## src/rtl/uart_tx_arbiter.sv

```systemverilog
// Two-requester arbiter feeding a UART transmit datapath: grants one frame at a time,
// holds the winner's byte and parity select, then paces the frame and gap on BaudTick.
// Define UART_TX_ARB_FIXED_PRIO_EN for fixed priority (A wins ties) instead of round-robin.
module uart_tx_arbiter #(
  parameter int unsigned FRAME_BITS = 11,
  parameter int unsigned GAP_TICKS  = 1
) (
  input  logic       Clk,
  input  logic       Rst,
  input  logic       BaudTick,
  input  logic       ReqA,
  input  logic       ReqB,
  input  logic [7:0] DinA,
  input  logic [7:0] DinB,
  input  logic       ParA,
  input  logic       ParB,
  output logic [7:0] Dout,
  output logic       ParityOut,
  output logic       Load,
  output logic       Select,
  output logic       GntA,
  output logic       GntB,
  output logic       Busy,
  output logic       Done
);

  typedef enum logic [1:0] {StIdle, StLoad, StShift, StGap} state_e;

  localparam logic [3:0] FrameLast = 4'(FRAME_BITS - 1);
  localparam logic [3:0] GapLast   = 4'(GAP_TICKS - 1);

  state_e     state_q;
  logic [3:0] cnt_q;
  logic       last_b_q;  // identity of the current/last owner: 1 = B
  logic       pick_b;

  always_comb begin
    pick_b = 1'b0;
`ifdef UART_TX_ARB_FIXED_PRIO_EN
    pick_b = ReqB & ~ReqA;
`else
    pick_b = ReqB & (~ReqA | ~last_b_q);
`endif
  end

  always_ff @(posedge Clk or negedge Rst) begin
    if (!Rst) begin
      state_q   <= StIdle;
      cnt_q     <= 4'd0;
      last_b_q  <= 1'b1;
      Dout      <= 8'h00;
      ParityOut <= 1'b0;
      Load      <= 1'b0;
      Select    <= 1'b0;
      GntA      <= 1'b0;
      GntB      <= 1'b0;
      Busy      <= 1'b0;
      Done      <= 1'b0;
    end else begin
      Load <= 1'b0;
      GntA <= 1'b0;
      GntB <= 1'b0;
      Done <= 1'b0;
      unique case (state_q)
        StIdle: begin
          if (ReqA || ReqB) begin
            state_q   <= StLoad;
            Dout      <= pick_b ? DinB : DinA;
            ParityOut <= pick_b ? ParB : ParA;
            last_b_q  <= pick_b;
            Load      <= 1'b1;
            GntA      <= ~pick_b;
            GntB      <= pick_b;
            Select    <= 1'b1;
            Busy      <= 1'b1;
          end
        end
        StLoad: begin
          state_q <= StShift;
          cnt_q   <= 4'd0;
        end
        StShift: begin
          if (BaudTick) begin
            if (cnt_q == FrameLast) begin
              cnt_q <= 4'd0;
              if (GAP_TICKS == 0) begin
                state_q <= StIdle;
                Done    <= 1'b1;
                Select  <= 1'b0;
                Busy    <= 1'b0;
              end else begin
                state_q <= StGap;
              end
            end else begin
              cnt_q <= cnt_q + 4'd1;
            end
          end
        end
        StGap: begin
          if (BaudTick) begin
            if (cnt_q == GapLast) begin
              cnt_q   <= 4'd0;
              state_q <= StIdle;
              Done    <= 1'b1;
              Select  <= 1'b0;
              Busy    <= 1'b0;
            end else begin
              cnt_q <= cnt_q + 4'd1;
            end
          end
        end
        default: state_q <= StIdle;
      endcase
    end
  end

endmodule

```

## config.mk

```make
export PLATFORM = sky130hd
export DESIGN_NAME = uart_tx_arbiter
export DESIGN_NICKNAME = d
export VERILOG_FILES = /design/src/rtl/uart_tx_arbiter.sv
export SDC_FILE = /design/constraint.sdc
export NUM_CORES = 1
export LEC_CHECK = 0
export ABC_AREA = 1
export CORE_ASPECT_RATIO = 1.25
export CORE_MARGIN = 10
export CORE_UTILIZATION = 40
export CTS_BUF_LIST = sky130_fd_sc_hd__clkbuf_16
export CTS_CLUSTER_SIZE = 20
export DETAILED_ROUTE_END_ITERATION = 10
export HOLD_SLACK_MARGIN = 0.08
export PLACE_DENSITY = 0.78
export SLEW_MARGIN = 20
export SYNTH_ARGS = -nofsm -noshare
export SYNTH_HDL_FRONTEND = slang
export SYNTH_SLANG_ARGS = --single-unit
export TNS_END_PERCENT = 50
```

## constraint.sdc

```tcl
create_clock -name Clk -period 2.36 [get_ports Clk]
set_input_delay 0.708 -clock Clk [delete_from_list [all_inputs] [get_ports Clk]]
set_output_delay 0.708 -clock Clk [all_outputs]
set_load 0.01 [all_outputs]
```

Word-level counts from Yosys, hierarchy flattened
Cells that the tools add are included.
W data, S select, Z words.
- RAM bits: 0
- memories: 0
- output and inout bits: 15
- bits in latches: 0
- bits in read-only memories: 0
- flip-flop bits (word level): 21
- mux-type cells: 26
- bitwise operators: 5
- shifts and indexed selects: 0
- divide/modulo/power cells: 0
- add/sub/neg operators: 1
- $mul: 0
- equal/unequal tests: 9
- $lt $le $gt $ge: 0
- reduce and logical (&&, ||, !) cells: 9
- operator list (kind ; number):
    $mux W4 ; 4
    $mux W1 ; 13
    $pmux W4 S3 ; 1
    $mux W2 ; 5
    $ne A2 B2 Y1 const B ; 5
    $mux W8 ; 1
    $pmux W2 S4 ; 1
    $reduce_and A5 Y1 ; 1
    $add A4 B1 Y4 const B ; 1
    $eq A2 B2 Y1 const B ; 2
    $eq A4 B4 Y1 const B ; 1
    $logic_not A4 Y1 ; 1
    $reduce_and A4 Y1 ; 1
    $not A1 Y1 ; 3
    $reduce_and A3 Y1 ; 1
    $reduce_bool A3 Y1 ; 1
    $eq A2 B1 Y1 const B ; 1
    $logic_not A2 Y1 ; 1
    $pmux W1 S2 ; 1
    $reduce_and A2 Y1 ; 1
    $reduce_bool A2 Y1 ; 1
    $and A1 B1 Y1 ; 1
    $logic_or A1 B1 Y1 ; 1
    $or A1 B1 Y1 ; 1

Depth between registers and ports, before layout
- word-level depth: 6
- mapped depth: 8
- gate-level depth less buffers: 8

Worst setup path before layout
No wires, ideal clock.
- path type: input to register
- start: in ReqB
- end: reg Dout[0]
- setup slack: 1.003 ns
- stages on the path: 6
- arrival time: 1.289 ns
- required time: 2.292 ns
- setup time: 0.068 ns
- cells stage by stage: inv_1 -> a21oi_2 -> and2_4 -> buf_6 -> nand2_1 -> nand3_1
- longest elaborated chain between the ends: 2
- elaborated cells between the ends (all ways): 4
- RTL lines (element ; RTL line ; RTL):
    start: declaration ; 12 ; input logic ReqB,
    $and A1 B1 Y1 / $logic_or A1 B1 Y1 (equally long branches) ; 42, 66 ;
    $mux W8 / $reduce_and A2 Y1 (equally long branches) ; -- ;
    end signal: assignment ; 68 ; Dout <= pick_b ? DinB : DinA;
    end: declaration ; 17 ; output logic [7:0] Dout,
Several ways; a longest one is shown, not always the timed one.
A chain may end at the register's enable or synchronous reset.

Worst setup path after layout
- start: reg Dout[5]
- end: out Dout[5]
No word-level cell between the ends.

==> summary.md <==
| Metric | Value |
|---|---|
| Status | `finished clean` |
| Power share of the combinational group | `between 40 and 50%` |
| DRC viols | `0` |
| Antenna violations before repair | `0` |
| Die W | `67.51 microns` |
| I/O pins | `38` |
| Total global-route track usage | `around 11%` |
| Max Buffers Root-to-Sink | `2` |
| Worst-margin pin slew | `0.4098 ns` |
| Setup bufs post-CTS | `0` |
| CORE AREA | `2706 sq um` |
| Slew margin rel. | `around 73%` |
| Worst path slowest cell | `clkdlybuf4s50_1` |
| Post-CTS Hold Buffers | `0` |
| Max_cap viols | `0` |
| Global route overflow | `0` |
| Port Buf Inserts | `37` |
| Max Slew Vio Count | `0` |
| Via density | `4.847` |
| Leakage dissipation | `~0.80 nW` |
| Root buffer selected by CTS | `clkbuf_16` |
| Die ar. | `about 5400 sq um` |
| Largest net degree at the start of global routing | `14` |
| Kind of critical path | `reg2out` |
| Vias | `1,047` |
| Minimum clock period | `1.877 ns` |
| Final worst clock skew | `0.002617 ns` |
| Sequential share of the synthesized area | `46.67%` |
| Endpoints failing hold | `0` |
| Main synth FF type | `dfrtp_1` |
| Max reg flops | `8` |
| Num CTS Buffers | `3` |
| P_int | `~0.0012 W` |
| Most common cell after layout, fill and taps aside | `nand2_1` |
| CTS resizes | `0` |
| Number of global-route vias before repair | `1,026` |
| Fmax | `532.8 MHz` |
| PwrDens | `1170 nW/um^2` |
| Clock Latency Late Sink | `~0.25 ns` |
| Worst stage delay on the critical path | `0.57 ns` |
| Gate Count Post-Synth | `approximately 140` |
| Endpoints failing setup | `0` |
| CP Max Fanout | `2` |
| ANT nets after route | `0` |
| Routed WL | `2840 microns` |
| Critical Path RT | `roughly 1.7 ns` |
| Utilization after layout | `59.32%` |
| Yosys cell types | `22` |
| Critical Path Sink Type | `primary output` |
| Crit path cell chain | `clkdlybuf4s50_1` |
| RSZ-0062 raised after global routing | `no` |
| CTS clk-pin slew, worst paths | `~0.060 ns` |
| Mapped Area | `1129 sq um` |
| Layout area overhead | `42.24%` |
| H-tree levels | `1` |
| Nets | `approximately 210` |
| HPWL Detailed | `2381 microns` |
| Post-route cell area | `1605 sq um` |
| Clk sinks | `21` |
| Ys async rst share | `100.0%` |
| Syn_nets | `172` |
| Post-synth top area share | `44.35%` |
| Diode count | `0` |
| DIE HEIGHT | `approximately 79 microns` |
| Avg Cell Area, Syn | `7.892 sq um` |
| Number of synthesized flops with an enable pin | `0` |
| Yosys reg bits | `21` |
| Synthesis Warnings | `0` |
| Largest cells by area after synthesis | `dfrtp_1 (44%), nand2_1 (18%), nand3_1 (7.1%), ha_1 (6.7%), inv_1 (5.0%)` |
| Cell Rows | `21` |
| Commonest non-fill, non-tap cells in the layout | `nand2_1 (53), clkdlybuf4s50_1 (37), dfrtp_1 (20)` |
| Initial Utilization | `about two fifths` |
| Clk pwr share | `18.8%` |
| Fillers | `between 200 and 250` |
| Worst Path Buf+Inv | `1` |
| CP top delay family | `buffers and inverters` |
| Sequential share of power | `around a third` |
| Hold Crit Class | `reg2reg` |
| Largest register by flop count | `Dout` |
| Data arrival, critical path | `1.17 ns` |
| Gp weighted congestion | `0.8759` |
| Placed Area | `between 1500 and 2000 sq um` |
| Final Cycle Share | `79.53%` |
| Top flop regs | `Dout: 8 flops, cnt_q: 4 flops, state_q: 2 flops` |
| Sw Share | `roughly 37%` |
| VDD IR max | `0.6796 mV` |
| Pre-Repair DR Iteration Count | `4` |
| Psw | `0.0006989 W` |
| DRT iter0 DRCs | `46` |
| Startpoint types | `flip-flop` |
| Routed len/inst | `13.15 microns` |
| Share of cells above drive strength 1 | `slightly below 9%` |
| Setup TNS | `0 ns` |
| Leading area contributor after synthesis | `dfrtp_1` |
| First-pass GRT wire length | `around 4800 microns` |
| Clock tree from TritonCTS | `done` |
[synthesized netlist by cell type, types with 2 or more instances]
cell type,count
ha_1,6
dfrtp_1,20
nand2_1,53
nand3_1,16
o21bai_1,2
nor2_1,11
nand2_2,4
inv_1,15
nand4_1,3
[final cells by class]
class	instances	area, sq um	share of cell area [%]
timing repair buffer	38	377.9	23.54
inverter	15	56.30	3.507
multi-input combinational	104	521.8	32.50
clock buffer	3	75.07	4.677
sequential	21	526.8	32.81
clock inverter	1	5.005	0.3118
tap	34	42.54	2.650
[power by group through the flow]
stage | Combinational, W | Clock (W) | Sequential, W
after floorplan | 0.000497 | 0 | 0.000650
after global placement | 0.000889 | 0 | 0.000607
after global routing | 0.00103 | 0.000373 | 0.000627
after CTS | 0.000931 | 0.000359 | 0.000610
after detailed placement | 0.000926 | 0 | 0.000615
final | 0.000915 | 0.000353 | 0.000610
[per-layer routing]
metal,vias up,GRT usage [%],part of all wire [%]
met5,-,0,0
met4,0,4.733,1.4
met3,2,1.966,4.9
met2,21,19.59,56
met1,499,12.58,38
li1,525,-,-
[worst min-delay path: stages (launching register included)]
cell	delay [ns]
dfrtp_1	0.34
nand2_1	0.05
nand3_1	0.07
[path summary, 6_finish.rpt]
kind,slack [ns],endpoint,cells after the start,startpoint
max,0.48,Dout[5],1,Dout[5]$_DFFE_PN0P_
min,0.49,Dout[7]$_DFFE_PN0P_,2,Dout[7]$_DFFE_PN0P_
max reg2reg,0.88,Dout[6]$_DFFE_PN0P_,6,state_q[0]$_DFFE_PN0P_
min reg2reg,0.49,Dout[7]$_DFFE_PN0P_,2,Dout[7]$_DFFE_PN0P_
max in group asynchronous,1.08,cnt_q[2]$_DFFE_PN0P_,2,Rst
min in group asynchronous,0.76,Dout[4]$_DFFE_PN0P_,1,Rst
[logic make-up (layout without fill, tap and decap cells)]
family	after synthesis	count (layout)	share of synthesized area (%)
AO/OA/AOI/OAI	6	6	3.768
adder cells (fa/ha/maj)	6	6	6.652
buffers and inverters	18	57	7.095
AND/OR/NAND/NOR	92	92	35.81
flip-flops	21	21	46.67
[per-stage QoR]
stage          hold slack [ns]  power [W]  setup slack, ns  instances
6_report                0.4931   0.001877           0.4831        216
5_1_grt                 0.5363   0.002034           0.4340        216
4_1_cts                 0.5022   0.001900           0.4668        216
3_5_place_dp            0.4869   0.001540           0.3377        212
3_3_place_gp            0.4806   0.001496           0.3903        212
2_1_floorplan           0.4124   0.001147            1.003        143
(Power assumes the default switching activity.)
